$ cat config.mk
export PLATFORM = sky130hd
export DESIGN_NAME = mem_reg_arbiter
export DESIGN_NICKNAME = d
export VERILOG_FILES = /design/src/rtl/mem_reg_arbiter.sv
export SDC_FILE = /design/constraint.sdc
export NUM_CORES = 1
export LEC_CHECK = 0
export ABC_AREA = 1
export CAP_MARGIN = 20
export CORE_MARGIN = 2
export CORE_UTILIZATION = 51
export CTS_BUF_LIST = sky130_fd_sc_hd__clkbuf_4
export DETAILED_ROUTE_END_ITERATION = 6
export GPL_TIMING_DRIVEN = 0
export PLACE_DENSITY_LB_ADDON = 0.2
export SLEW_MARGIN = 20
export SYNTH_ARGS = -nofsm -noshare
export SYNTH_HDL_FRONTEND = slang
export SYNTH_SLANG_ARGS = --single-unit
$ cat constraint.sdc
create_clock -name clk -period 3.57 [get_ports clk]
set_input_delay 0.714 -clock clk [delete_from_list [all_inputs] [get_ports clk]]
set_output_delay 0.714 -clock clk [all_outputs]
set_load 0.005 [all_outputs]
$ cat src/rtl/mem_reg_arbiter.sv
// mem_reg_arbiter
//    Clocked front-end that shares one dual-rail memory register among N
//    requesters. It round-robin arbitrates the requests, encodes the winning
//    word onto the dual-rail link and runs the link handshake against the
//    register's asynchronous completion ack.
//
// Parameters
//    ENC    : "FP" four-phase return-to-zero, "TP" two-phase transition
//    WIDTH  : data bits per word
//    N      : number of requesters (2..16)
//    TO_CYC : watchdog limit in clk cycles (watchdog build only)
//
// Ports
//    clk       in   system clock
//    rst       in   asynchronous active-low reset
//    req       in   [N]         level request per requester
//    req_data  in   [N*WIDTH]   word of requester i at [i*WIDTH +: WIDTH]
//    gnt       out  [N]         one-hot owner of the current transaction
//    done      out              one-cycle completion pulse
//    link_data out  [2*WIDTH]   dual-rail word, bit i on rails [2i+1:2i]
//    link_ack  in               asynchronous completion ack from the register
//    err       out              sticky watchdog error flag
//
// Optional feature
//    Define MEM_REG_ARB_TIMEOUT_EN to build the handshake watchdog. Without
//    it err is tied low and a stuck ack stalls the arbiter.

module mem_reg_arbiter #(
   parameter     ENC    = "FP",
   parameter int WIDTH  = 8,
   parameter int N      = 4,
   parameter int TO_CYC = 1023
) (
   input  logic                 clk,
   input  logic                 rst,
   input  logic [N-1:0]         req,
   input  logic [N*WIDTH-1:0]   req_data,
   output logic [N-1:0]         gnt,
   output logic                 done,
   output logic [2*WIDTH-1:0]   link_data,
   input  logic                 link_ack,
   output logic                 err
);

   localparam int IDX_W = (N > 1) ? $clog2(N) : 1;
   localparam bit IS_TP = (ENC == "TP");

   // Reject configurations the link or the arbiter cannot support.
   if ((ENC != "FP") && (ENC != "TP")) begin : g_badEnc
      $error("mem_reg_arbiter: ENC must be \"FP\" or \"TP\"");
   end
   if ((N < 2) || (N > 16)) begin : g_badN
      $error("mem_reg_arbiter: N must be in 2..16");
   end
   if (TO_CYC < 1) begin : g_badTimeout
      $error("mem_reg_arbiter: TO_CYC must be at least 1");
   end

   typedef enum logic [1:0] {
      IDLE  = 2'd0,
      DRIVE = 2'd1,
      RTZ   = 2'd2,
      DONE  = 2'd3
   } stateT;

   stateT              r_state;
   stateT              w_stateNxt;
   logic [N-1:0]       r_gnt;
   logic [N-1:0]       w_gntNxt;
   logic               r_done;
   logic               w_doneNxt;
   logic [2*WIDTH-1:0] r_linkData;
   logic [2*WIDTH-1:0] w_linkNxt;
   logic [2*WIDTH-1:0] w_encWord;
   logic [IDX_W-1:0]   r_rrPtr;
   logic [IDX_W-1:0]   w_rrNxt;
   logic [IDX_W-1:0]   r_winner;
   logic [IDX_W-1:0]   w_winnerNxt;
   logic [IDX_W-1:0]   w_pick;
   logic [IDX_W-1:0]   w_cand;
   logic [IDX_W-1:0]   w_rrAfterWinner;
   logic [WIDTH-1:0]   w_pickData;
   logic               w_anyReq;
   logic               r_ackMeta;
   logic               r_ackS;
   logic               r_phase;
   logic               w_phaseNxt;

`ifdef MEM_REG_ARB_TIMEOUT_EN
   localparam int WD_W = $clog2(TO_CYC + 1);
   logic [WD_W-1:0]    r_wdog;
   logic [WD_W-1:0]    w_wdogNxt;
   logic               r_err;
   logic               w_errNxt;
`endif

   // Two-flop synchroniser; every handshake decision looks at r_ackS only.
   always_ff @(posedge clk or negedge rst) begin
      if (!rst) begin
         r_ackMeta <= 1'b0;
         r_ackS    <= 1'b0;
      end else begin
         r_ackMeta <= link_ack;
         r_ackS    <= r_ackMeta;
      end
   end

   // Round-robin pick: scanning downward lets the lowest offset from the
   // pointer overwrite the others, so the first set request at or above
   // the pointer (with wrap) wins.
   always_comb begin
      w_anyReq = |req;
      w_pick   = r_rrPtr;
      w_cand   = '0;
      for (int k = N - 1; k >= 0; k--) begin
         w_cand = IDX_W'((int'(r_rrPtr) + k) % N);
         if (req[w_cand]) begin
            w_pick = w_cand;
         end
      end
   end

   assign w_pickData      = req_data[int'(w_pick)*WIDTH +: WIDTH];
   assign w_rrAfterWinner = (r_winner == IDX_W'(N - 1)) ? '0 : r_winner + IDX_W'(1);

   // Dual-rail encoding of the winning word. Four-phase drives a fresh
   // codeword from the all-zero spacer; two-phase flips one rail per bit
   // relative to what the link currently shows.
   always_comb begin
      w_encWord = IS_TP ? r_linkData : '0;
      for (int i = 0; i < WIDTH; i++) begin
         if (IS_TP) begin
            if (w_pickData[i]) begin
               w_encWord[2*i+1] = ~r_linkData[2*i+1];
            end else begin
               w_encWord[2*i] = ~r_linkData[2*i];
            end
         end else begin
            w_encWord[2*i+1] = w_pickData[i];
            w_encWord[2*i]   = ~w_pickData[i];
         end
      end
   end

   // Next-state and registered-output logic of the handshake FSM.
   always_comb begin
      w_stateNxt  = r_state;
      w_gntNxt    = r_gnt;
      w_doneNxt   = 1'b0;
      w_linkNxt   = r_linkData;
      w_rrNxt     = r_rrPtr;
      w_winnerNxt = r_winner;
      w_phaseNxt  = r_phase;
`ifdef MEM_REG_ARB_TIMEOUT_EN
      w_wdogNxt   = r_wdog;
      w_errNxt    = r_err;
`endif

      case (r_state)
         IDLE: begin
            if (w_anyReq) begin
               w_winnerNxt = w_pick;
               w_gntNxt    = N'(1) << w_pick;
               w_linkNxt   = w_encWord;
               w_stateNxt  = DRIVE;
            end
         end
         DRIVE: begin
            if (IS_TP) begin
               // The register answers a transition word by toggling ack.
               if (r_ackS != r_phase) begin
                  w_phaseNxt = ~r_phase;
                  w_doneNxt  = 1'b1;
                  w_stateNxt = DONE;
               end
            end else if (r_ackS) begin
               w_linkNxt  = '0;
               w_stateNxt = RTZ;
            end
         end
         RTZ: begin
            if (!r_ackS) begin
               w_doneNxt  = 1'b1;
               w_stateNxt = DONE;
            end
         end
         DONE: begin
            w_gntNxt   = '0;
            w_rrNxt    = w_rrAfterWinner;
            w_stateNxt = IDLE;
         end
         default: begin
            w_stateNxt = IDLE;
         end
      endcase

`ifdef MEM_REG_ARB_TIMEOUT_EN
      // Watchdog restarts on every state change and only runs while the
      // arbiter waits on the register. A normal exit takes priority.
      if (w_stateNxt != r_state) begin
         w_wdogNxt = '0;
      end else if ((r_state == DRIVE) || (r_state == RTZ)) begin
         if (r_wdog == WD_W'(TO_CYC - 1)) begin
            w_errNxt   = 1'b1;
            w_linkNxt  = '0;
            w_gntNxt   = '0;
            w_rrNxt    = w_rrAfterWinner;
            w_stateNxt = IDLE;
            w_wdogNxt  = '0;
         end else begin
            w_wdogNxt = r_wdog + WD_W'(1);
         end
      end
`endif
   end

   // State and output registers; reset abandons any transaction in flight.
   always_ff @(posedge clk or negedge rst) begin
      if (!rst) begin
         r_state    <= IDLE;
         r_gnt      <= '0;
         r_done     <= 1'b0;
         r_linkData <= '0;
         r_rrPtr    <= '0;
         r_winner   <= '0;
         r_phase    <= 1'b0;
      end else begin
         r_state    <= w_stateNxt;
         r_gnt      <= w_gntNxt;
         r_done     <= w_doneNxt;
         r_linkData <= w_linkNxt;
         r_rrPtr    <= w_rrNxt;
         r_winner   <= w_winnerNxt;
         r_phase    <= w_phaseNxt;
      end
   end

`ifdef MEM_REG_ARB_TIMEOUT_EN
   // Watchdog counter and sticky error flag.
   always_ff @(posedge clk or negedge rst) begin
      if (!rst) begin
         r_wdog <= '0;
         r_err  <= 1'b0;
      end else begin
         r_wdog <= w_wdogNxt;
         r_err  <= w_errNxt;
      end
   end

   assign err = r_err;
`else
   assign err = 1'b0;
`endif

   assign gnt       = r_gnt;
   assign done      = r_done;
   assign link_data = r_linkData;

endmodule

* After elaboration in Yosys (flattened, before gate mapping)
Cells that the tools add are included.
Cells by class: $add $sub $neg 4, order comparisons 4, eq/ne operators 7, shift operators 2, multiplexer cells 24, bitwise gates (word level) 8, reductions and logical operators 8
Operators by type and width (number):
- 16-bit two-way mux | 2
- 16-bit one-hot mux with 2 select lines | 1
- 32-bit by 6-bit variable part select with 8-bit output | 1
- 2-bit two-way mux | 8
- 2-bit by 3-bit less-than comparator with 1-bit output (second input constant) | 4
- 1-bit binary-select mux with 2-bit select | 4
- 1-bit inverter | 8
- 2-bit one-hot mux with 4 select lines | 1
- 4-bit one-hot mux with 2 select lines | 1
- 2-bit == test (second input constant) | 3
- 1-bit two-way mux | 6
- 2-bit != test (second input constant) | 3
- 3-bit AND reduction | 2
- 2-bit by 1-bit adder with 2-bit output (second input constant) | 2
- 2-bit adder (second input constant) | 2
- 4-bit two-way mux | 1
- 2-bit AND reduction | 2
- 2-bit nonzero test | 2
- 4-bit OR reduction | 1
- 1-bit by 2-bit left shift with 4-bit output (first input constant) | 1
- 2-bit by 1-bit == test with 1-bit output (second input constant) | 1
- 2-bit zero test | 1
Word-level totals: register bits 29, input port bits 39, output and inout bits 22, word-level logic and storage cells 65

* Depth between registers and ports, before layout
depth in word-level cells 11, depth in mapped cells 18

* Worst setup path after synthesis
Ideal clock, no wire load.
kind in2reg, start input req[3], end register r_linkData[12], in the netlist link_data[12], data arrival time 1811 ps, setup slack 1642 ps, stages 17, path buffers 1, cell sequence inv_1 > nand2_1 > nand3_1 > nand2_1 > inv_1 > nand2_2 > nand2_4 > nand2_2 > nand2_4 > nand2_8 > buf_12 > nand2_2 > nand2_1 > nand2_1 > nand2_1 > nand2_1 > nand2_1
Between the ends: longest elaborated chain between the ends 10
RTL lines:
- start: declaration | RTL line 36 | input logic [N-1:0] req,
- 1-bit binary-select mux with 2-bit select | RTL line 117 | if (req[w_cand]) begin
- 1-bit two-way mux (not written as such) | RTL line 117
- 2-bit two-way mux (4 in a row) | RTL line 117
- 32-bit by 6-bit variable part select with 8-bit output | RTL line 123 | assign w_pickData = req_data[int'(w_pick)*WIDTH +: WIDTH];
- 1-bit inverter | RTL line 140 | w_encWord[2*i] = ~w_pickData[i];
- 16-bit two-way mux | RTL line 161 | if (w_anyReq) begin
- 16-bit one-hot mux with 2 select lines | RTL line 159 | case (r_state)
- end signal: assignment | RTL line 231 | r_linkData <= w_linkNxt;
- end: declaration | RTL line 72 | logic [2*WIDTH-1:0] r_linkData;
Parallel ways exist; a longest one is shown, timed or not. The select of a mux whose other input is x is not followed. A chain may end at the register's enable or synchronous reset.

* Final worst setup path
start input req[1], end register r_linkData[7], in the netlist link_data[7]
Between the ends: longest elaborated chain between the ends 9
RTL lines (RTL line):
- 1-bit binary-select mux with 2-bit select | 117
- 1-bit two-way mux (not written as such) | 117
- 2-bit two-way mux (4 in a row) | 117
- 32-bit by 6-bit variable part select with 8-bit output | 123
- 16-bit two-way mux | 161
- 16-bit one-hot mux with 2 select lines | 159
Parallel ways exist; a longest one is shown, timed or not. The select of a mux whose other input is x is not followed.

==> metrics.cfg <==
[critical_path]
crit_start=req[1]
criticalPathCategory=primary input to flop
reg2reg_from=r_state[1]
cp_max_fo=10
r2r_setup_slack_ns=1.54
startpoint_type=primary input
rr_worst_depth=9
endpoint_kind=flop
cp.arrival_ns=2.77
cp-endpoint=link_data[7]
crit_required_ns=3.83
reg2reg_to=link_data[10]

[placed_design]
dpl.cell_count=375
numPortBuffers=59
dpl-instance-area_um2=2526
dp_hpwl_mm=3.346
gp_congestion=0.8925

[cells_and_area]
layout.nets=379
most-common-layout-cells=nand2_1, clkdlybuf4s50_1, dfrtp_1
stdcell_count=383
drive_above_1_share_pct=11.34
antenna_cells=0
finalInstanceArea_um2=2576
layout_commonest_cell=nand2_1
area_growth_syn_to_layout_pct=36.99

[logic_synthesis]
synth_compound_area_share_pct=4.325
syn_avg_cell_area_um2=7.017
ys_seq_elements=29
synth_area_leaders=dfrtp_1, nand2_1, nand3_1
synth_area_um2=1881
synth.distinct_cells=27
synth.area.mux_share_pct=0
syn_nets=313
synth_top_family_by_area=simple AND/OR/NAND/NOR gates
synth-adder-area-share_pct=3.992
synth_simple_gate_area_share_pct=41.85
synthCells=268
synth-xor-area-share_pct=0
yosysSeqAreaShare_pct=38.59
synth_top_area_share_pct=38.59
yosysTopAreaCell=dfrtp_1
yosys_warnings=0

[sta]
drv_slew=0
fin_skew_ns=0.008562
rsz0062_at_grt=no
worst_pin_slew_ns=0.6314
tns_ns=0
max_freq_ghz=0.3991
holdWs_ns=0.3601
relSlewSlack_pct=57.91
timing.final.hold_violations=0
period_needed_ns=2.505
period_share_pct=70.18
finalSetupViolations=0

[global_routing]
antenna_found_initial=0
busiest_layer=met2
globalRoute.totalOverflow=0
grtUsageTotal_pct=22.49
grt_pass1_vias=1647
met1_usage_pct=29.08
grt_pass1_wl_mm=7.286
use_met3_pct=5.903
use_met2_pct=36.73
grt_max_degree=30

[floorplan]
die_area_um2=4189
die_w_um=64.73
rows=22
pin_count=61
core_area_um2=3606
initial_core_util_pct=52.15
dieHeight_um=64.73

[drt]
vias_per_cell=4.728
first_pass_iters=4
routed_wl_mm=4.327
routedWlPerCell_um=11.30
vias=1811
first_iter_violations=89
post-route-drc-count=0
ant_nets=0

[clocking]
cts_setup_buffers=0
cts-root-buf=clkbuf_4
cts.path.max_buffers=2
cts-resized-gates=0
cts_hold_repair.buffers=0
clock_sink_count=29
clock_latency_ns=0.33
htree_levels=2
cts_tree=yes
path_clk_slew_ns=0.09
numCtsBuffers=5

[outcome]
status=completed

[hold_path]
hp-class=flop to flop
hold_path_depth=0

[flow_run]
drv_cap=0

[power_and_ir_drop]
peakVddDrop_uv=453.6
power_density_nw_per_um2=927.4
leakage_nw=1.382

[where the power goes]
group	switching [W]	internal, W	total, W
sequential	0.0000687	0.000454	0.000523
clock	0.000109	0.0000710	0.000180
combinational	0.00100	0.000684	0.00169
[state kept, by name (all words and copies together), names as in the netlist]
signal,flops
link_data,16
gnt,4
r_rrPtr,2
r_state,2
r_winner,2
done,1
r_ackMeta,1
r_ackS,1
[metal layers]
layer  vias to the layer above  part of all wire, %
met2                        42                   47
met4                         0                  2.1
met5                         -                    0
met3                        12                  5.1
met1                       799                   46
li1                        958                    -
[worst min path at each step]
stage,from,endpoint
2_1_floorplan,r_ackMeta,r_ackS
3_3_place_gp,r_ackMeta,r_ackS
3_5_place_dp,r_ackMeta,r_ackS
4_1_cts,r_ackMeta,r_ackS
5_1_grt,r_ackMeta,r_ackS
6_report,r_ackMeta,r_ackS
[worst max-delay path, cell delays in order]
cell and delay, ns:
clkdlybuf4s50_1 0.45, nor4_1 0.48, nand2_1 0.09, nand2_1 0.11, inv_1 0.05, o21ai_1 0.27, clkbuf_1 0.42, nand2_1 0.10
nand2_1 0.09
[cell families after synthesis]
group           Yosys count
flops                    29
simple gates            176
buf+inv                  42
fa+ha+maj                 6
other cells               1
compound gates           14
[synthesized netlist by cell type (all sizes together)]
cell type and count:
o22ai 4, nand3b 3, nand2 139, nand3 28
dfrtp 29, inv 33, nor3 1, a21oi 2
nor4 1, clkbuf 1, ha 6, buf 8
nor2 4, conb 1, o31ai 1, o21ai 7
[per-stage QoR]
step | power [W] | utilization [%] | setup slack (ns)
2_1_floorplan | 0.001741 | - | 1.642
3_3_place_gp | 0.002182 | 70.19 | 0.7577
3_5_place_dp | 0.002213 | 70.06 | 0.7439
4_1_cts | 0.002402 | 71.44 | 1.078
5_1_grt | 0.002655 | 71.44 | 0.8314
6_report | 0.002389 | 71.44 | 1.065
[area by class of cell]
class | count | area [um^2]
fill | 298 | 1030
multi-input combinational | 197 | 947.2
sequential | 29 | 725.7
timing repair buffer | 59 | 585.6
inverter | 33 | 131.4
buffer | 9 | 76.32
tap | 48 | 60.06
clock buffer | 5 | 37.54
clock inverter | 3 | 12.51
Note: power is estimated with default switching activity, not from simulation.
